`src/rtl/weight_stream_feeder_if.sv`:
```
// Parameter-memory read port between the weight stream feeder and the memory arbiter.
interface weight_stream_feeder_if #(
    parameter int BIT    = 32,
    parameter int ADDR_W = 16
);
    logic              mem_rd_en;
    logic [ADDR_W-1:0] mem_addr;
    logic              mem_grant;
    logic [BIT-1:0]    mem_rdata;

    modport master (output mem_rd_en, mem_addr, input mem_grant, mem_rdata);
    modport slave  (input mem_rd_en, mem_addr, output mem_grant, mem_rdata);
endinterface

```
`src/rtl/weight_stream_feeder.sv`:
```
// Streams one layer's kernel weights and then its biases from parameter memory,
// one word per granted read, in the order the weight array fills its registers.
module weight_stream_feeder #(
    parameter int BIT     = 32,
    parameter int CHANNEL = 1,
    parameter int BATCH   = 3,
    parameter int F_ROW   = 3,
    parameter int F_COL   = 3,
    parameter int ADDR_W  = 16,
    parameter int WBASE   = 0,
    parameter int BBASE   = 27
) (
    input  logic                   clk,
    input  logic                   rst_,
    input  logic                   start,
    weight_stream_feeder_if.master mem,
    output logic [BIT-1:0]         weight,
    output logic                   control_weight,
    output logic [BIT-1:0]         bias,
    output logic                   control_bias,
    output logic                   kernel_last,
    output logic                   busy,
    output logic                   done
);
    localparam int K      = F_ROW * F_COL;
    localparam int NW     = K * CHANNEL * BATCH;
    localparam int WCNT_W = $clog2(NW + 1);
    localparam int BCNT_W = $clog2(BATCH + 1);
    localparam int KCNT_W = $clog2(K + 1);

    localparam logic [WCNT_W-1:0] W_LAST = WCNT_W'(NW - 1);
    localparam logic [BCNT_W-1:0] B_LAST = BCNT_W'(BATCH - 1);
    localparam logic [KCNT_W-1:0] K_LAST = KCNT_W'(K - 1);

    typedef enum logic [2:0] {IDLE, W_RD, B_RD, DRAIN, FIN} state_e;

    state_e            state_q, state_d;
    logic [WCNT_W-1:0] wcnt_q, wcnt_d;
    logic [BCNT_W-1:0] bcnt_q, bcnt_d;
    logic [KCNT_W-1:0] kcnt_q, kcnt_d;
    logic              w_pend_q, w_pend_d;
    logic              b_pend_q, b_pend_d;
    logic              kl_q, kl_d;
    logic [BIT-1:0]    weight_q, weight_d;
    logic [BIT-1:0]    bias_q, bias_d;

    // NOTE: every variable gets a default before the case so no path leaves it unassigned (no latch).
    always_comb begin
        state_d  = state_q;
        wcnt_d   = wcnt_q;
        bcnt_d   = bcnt_q;
        kcnt_d   = kcnt_q;
        w_pend_d = 1'b0;
        b_pend_d = 1'b0;
        kl_d     = 1'b0;
        weight_d = w_pend_q ? mem.mem_rdata : weight_q;
        bias_d   = b_pend_q ? mem.mem_rdata : bias_q;

        unique case (state_q)
            IDLE: begin
                if (start) begin
                    state_d = W_RD;
                    wcnt_d  = '0;
                    bcnt_d  = '0;
                    kcnt_d  = '0;
                end
            end
            W_RD: begin
                if (mem.mem_grant) begin
                    w_pend_d = 1'b1;
                    kl_d     = (kcnt_q == K_LAST);
                    kcnt_d   = (kcnt_q == K_LAST) ? '0 : kcnt_q + 1'b1;
                    if (wcnt_q == W_LAST) state_d = B_RD;
                    else                  wcnt_d  = wcnt_q + 1'b1;
                end
            end
            B_RD: begin
                if (mem.mem_grant) begin
                    b_pend_d = 1'b1;
                    if (bcnt_q == B_LAST) state_d = DRAIN;
                    else                  bcnt_d  = bcnt_q + 1'b1;
                end
            end
            DRAIN:   state_d = FIN;
            FIN:     state_d = IDLE;
            default: state_d = IDLE;
        endcase
    end

    // NOTE: sequential state uses non-blocking assignments so all registers update together.
    always_ff @(posedge clk) begin
        if (rst_) begin
            state_q  <= IDLE;
            wcnt_q   <= '0;
            bcnt_q   <= '0;
            kcnt_q   <= '0;
            w_pend_q <= 1'b0;
            b_pend_q <= 1'b0;
            kl_q     <= 1'b0;
            weight_q <= '0;
            bias_q   <= '0;
        end else begin
            state_q  <= state_d;
            wcnt_q   <= wcnt_d;
            bcnt_q   <= bcnt_d;
            kcnt_q   <= kcnt_d;
            w_pend_q <= w_pend_d;
            b_pend_q <= b_pend_d;
            kl_q     <= kl_d;
            weight_q <= weight_d;
            bias_q   <= bias_d;
        end
    end

    // Weight addresses are linear because filter order (ch fastest) matches memory layout.
    always_comb begin
        mem.mem_rd_en = (state_q == W_RD) || (state_q == B_RD);
        mem.mem_addr  = '0;
        if (state_q == W_RD)      mem.mem_addr = ADDR_W'(WBASE) + ADDR_W'(wcnt_q);
        else if (state_q == B_RD) mem.mem_addr = ADDR_W'(BBASE) + ADDR_W'(bcnt_q);
    end

    // Read data arrives the cycle after issue, so it is forwarded live and captured to hold.
    assign weight         = w_pend_q ? mem.mem_rdata : weight_q;
    assign bias           = b_pend_q ? mem.mem_rdata : bias_q;
    assign control_weight = w_pend_q;
    assign control_bias   = b_pend_q;
    assign kernel_last    = kl_q;
    assign busy           = (state_q != IDLE);
    assign done           = (state_q == FIN);
endmodule

```
`src/flat_wrapper.sv`:
```
// flat-port wrapper written by rule: the top's interface ports become plain ports
module weight_stream_feeder_flat 
#(
    parameter int BIT     = 32,
    parameter int CHANNEL = 1,
    parameter int BATCH   = 3,
    parameter int F_ROW   = 3,
    parameter int F_COL   = 3,
    parameter int ADDR_W  = 16,
    parameter int WBASE   = 0,
    parameter int BBASE   = 27
)
  (clk, rst_, start, weight, control_weight, bias, control_bias, kernel_last, busy, done, mem_mem_rd_en, mem_mem_addr, mem_mem_grant, mem_mem_rdata);
  weight_stream_feeder_if #(.BIT(BIT), .ADDR_W(ADDR_W)) mem_i ();
  input  logic clk;
  input  logic rst_;
  input  logic start;
  output logic [BIT-1:0] weight;
  output logic control_weight;
  output logic [BIT-1:0] bias;
  output logic control_bias;
  output logic kernel_last;
  output logic busy;
  output logic done;
  output wire logic [$bits(mem_i.mem_rd_en)-1:0] mem_mem_rd_en;
  output wire logic [$bits(mem_i.mem_addr)-1:0] mem_mem_addr;
  input wire logic [$bits(mem_i.mem_grant)-1:0] mem_mem_grant;
  input wire logic [$bits(mem_i.mem_rdata)-1:0] mem_mem_rdata;
  assign mem_mem_rd_en = mem_i.mem_rd_en;
  assign mem_mem_addr = mem_i.mem_addr;
  assign mem_i.mem_grant = mem_mem_grant;
  assign mem_i.mem_rdata = mem_mem_rdata;
  weight_stream_feeder #(.BIT(BIT), .CHANNEL(CHANNEL), .BATCH(BATCH), .F_ROW(F_ROW), .F_COL(F_COL), .ADDR_W(ADDR_W), .WBASE(WBASE), .BBASE(BBASE)) u_core (.clk(clk), .rst_(rst_), .start(start), .mem(mem_i), .weight(weight), .control_weight(control_weight), .bias(bias), .control_bias(control_bias), .kernel_last(kernel_last), .busy(busy), .done(done));
endmodule
```
`config.mk`:
```
export PLATFORM = sky130hd
export DESIGN_NAME = weight_stream_feeder_flat
export DESIGN_NICKNAME = d
export VERILOG_FILES = /design/src/rtl/weight_stream_feeder_if.sv /design/src/rtl/weight_stream_feeder.sv /design/src/flat_wrapper.sv
export SDC_FILE = /design/constraint.sdc
export NUM_CORES = 1
export LEC_CHECK = 0
export ABC_AREA = 1
export ABC_CLOCK_PERIOD_IN_PS = 2200
export CORE_ASPECT_RATIO = 1.75
export CORE_MARGIN = 3
export CORE_UTILIZATION = 30
export DETAILED_ROUTE_END_ITERATION = 8
export MAX_ROUTING_LAYER = met4
export PLACE_DENSITY_LB_ADDON = 0.12
export SETUP_SLACK_MARGIN = 0.3
export SYNTH_ARGS = -nofsm -noshare
export SYNTH_HDL_FRONTEND = slang
export SYNTH_SLANG_ARGS = --single-unit
```
`constraint.sdc`:
```
create_clock -name clk -period 2.2 [get_ports clk]
set_input_delay 0.55 -clock clk [delete_from_list [all_inputs] [get_ports clk]]
set_output_delay 0.55 -clock clk [all_outputs]
set_load 0.02 [all_outputs]
```
==> out/results.ini <==
[synthesis]
synth_area_um2=3540
syn_inst=505
yosysMostFrequentCell=nand2_1
ys.flop_type=dfxtp_1
syn_avg_cell_area_um2=7.00
synth_warnings=0
synth_top_cell_area_share_pct=45.9
yosys.area.top_type=dfxtp_1
yosys_register_bits=81
ys_seq_area_share_pct=45.9
synth-async-reset-ratio_pct=0
ys_types=31
synthTopCellsByCount=nand2_1 (227), dfxtp_1 (81), a21oi_1 (70)
synthTopCellsByArea=dfxtp_1 (46%), nand2_1 (24%), a21oi_1 (9.9%)
synth_edf_count=0

[cts]
clock_path_buffers=2
worstSkewPairLatency_ns=0.33
path_clk_slew_ns=0.06
cts_root_buf=clkbuf_16
cts_tree=yes
hold_buffers=0
cts_sinks=81
ctsHtreeMaxLevel=3
cts_made_buffers=9

[placed_design]
dp_cells=793
place.gp.congestion=0.821
hpwl_um=7530
place_ws_ns=-0.217
port_buffers=110
placedInstanceArea_um2=5210

[drt]
routed-via-count=3838
first_iter_violations=135
routedWlPerCell_um=14.1
routed_wl_um=11500
drc=0
firstDrtPassIters=4
viasPerCell=4.71
route.antenna.remaining_nets=0

[sta]
setup_viol=0
period_minus_slack_ns=1.92
fin_skew_ns=0.00552
timing.fmax_mhz=522
drv_slew=0
worstMarginPinSlew_ns=0.527
slew_headroom_pct=64.9
hold_viol_final=0
rsz0062_at_grt=true
setup_slack_ns=0.284
fin_crit_sh_pct=87.1
tns_ns=0
timing.hold.ws_ns=0.467

[power]
power.switching_fraction_pct=36.1
clkPwrFrac_pct=29.1
p_comb_share_pct=37.6
total_power_mw=5.16
internal_power_mw=3.30
p_switching_mw=1.86
power_density_nw_per_um2=920
p_leak_nw=2.87
ir_drop_mv=0.590
seq_power_share_pct=33.3

[die]
start_util_pct=31.3
rows=51
die_x_um=88.1
pin_count=122
core_area_um2=11300
die_height_um=150
dieArea_um2=13200

[worst_setup_path]
crit_chain=inv_1, ha_1, o21ai_1, buf_2
max_stage_delay_ns=0.35
critPathCaptureType=primary output
arrival_ns=1.37
required_ns=1.65
worstSetupPathType=reg -> out
critPathMaxFanout=4
path_buf_inv=2
cp_top_family=flip-flops
start_kind=register
slowest_stage=dfxtp_2

[cells_and_area]
nets=720
drive_above_1_share_pct=30.3
final_cells=815
utilization_pct=49.7
area_growth_pct=58.6
diodes=0
stdcell_area_um2=5610

[hold_path]
hold_class=reg -> reg

[global_routing]
grt_max_degree=48
grt_first_pass_wirelength_um=17800
antenna_found_initial=0
track_usage_pct=17.6
grt_pass1_vias=3669
grt_overflow=0

[job]
drv_cap=0

[status]
run_status=completed

==> sequential cells by signal, summed over array words and instances, names as in the netlist <==
name	count
u_core.state_q	3
u_core.bias_q	32
u_core.kcnt_q	4
u_core.weight_q	32
u_core.kernel_last	1
u_core.wcnt_q	5
u_core.control_bias	1
u_core.control_weight	1
u_core.bcnt_q	2
==> worst reg2reg max path: stages, from the launching register on <==
cell	delay [ns]
dfxtp_1	0.45
ha_1	0.23
nand2_1	0.06
nor2_1	0.12
nor2_1	0.06
nor2_2	0.16
nand2_1	0.09
nor2_1	0.09
nor2_1	0.05
==> final cells by class <==
cell class | instances | area [um2]
clock buffers | 10 | 229
clock inverters | 6 | 67.6
fillers | 1136 | 5690
inverters | 22 | 95.1
multi-input cells | 377 | 1730
flip-flops and latches | 81 | 1630
well taps | 132 | 165
repair buffers | 187 | 1680
==> worst paths after layout <==
path / end / from / cells past startpoint / slack (ns)
max: mem_mem_addr[1] / u_core.bcnt_q[0] / 4 / 0.28
max reg2reg: u_core.state_q[0] / u_core.wcnt_q[1] / 8 / 0.79
min reg2reg: u_core.state_q[2] / u_core.state_q[2] / 1 / 0.47
min: u_core.state_q[2] / u_core.state_q[2] / 1 / 0.47
==> power by group through the flow <==
stage               sequential [mW]  clock (mW)  combinational, mW
finish                         1.72        1.50               1.94
global placement               1.72           0               1.91
CTS                            1.71        1.54               1.83
floorplan                      1.70           0               1.09
global route                   1.73        1.63               2.12
detailed placement             1.73           0               1.93
==> what timing repair did <==
action                                 4_1_cts  5_1_grt
pin swaps                                    2       12
cloned                                       2        2
setup buffers                                0        2
gates resized for setup                    327      101
setup endpoints to repair                   74       62
endpoints found under the hold margin        0        0
==> metal layers <==
metal | global-route usage, % | share of wire [%] | up-vias | wire (um)
li1 | - | - | 1933 | -
met1 | 19.9 | 40 | 1792 | 4600
met2 | 31.1 | 54 | 95 | 6150
met3 | 3.53 | 4.2 | 18 | 476
met4 | 5.07 | 2.1 | 0 | 244
met5 | - | 0 | - | 0
==> layout by cell type, fill, tap and decap left out, types with 4 or more instances in the layout <==
cell type and instances:
nand2_1 206, buf_4 91, dfxtp_1 75, a21oi_1 70, buf_6 26, nand2_2 23
buf_2 23, nand3_1 17, nor2_1 17, clkdlybuf4s50_1 16, inv_1 15, dlymetal6s2s_1 14
conb_1 11, clkbuf_16 11, dlygate4sd2_1 7, ha_1 6, nor3_1 4, buf_12 4
dfxtp_2 4
==> logic make-up after synthesis <==
kind of cell	synth area share [%]
AND/OR/NAND/NOR	31.8
flip-flops	45.9
AO/OA/AOI/OAI	11.4
buffers and inverters	8.17
adder cells (fa/ha/maj)	2.12
XOR/XNOR	0.495
other	0.106
(Power assumes the default switching activity.)
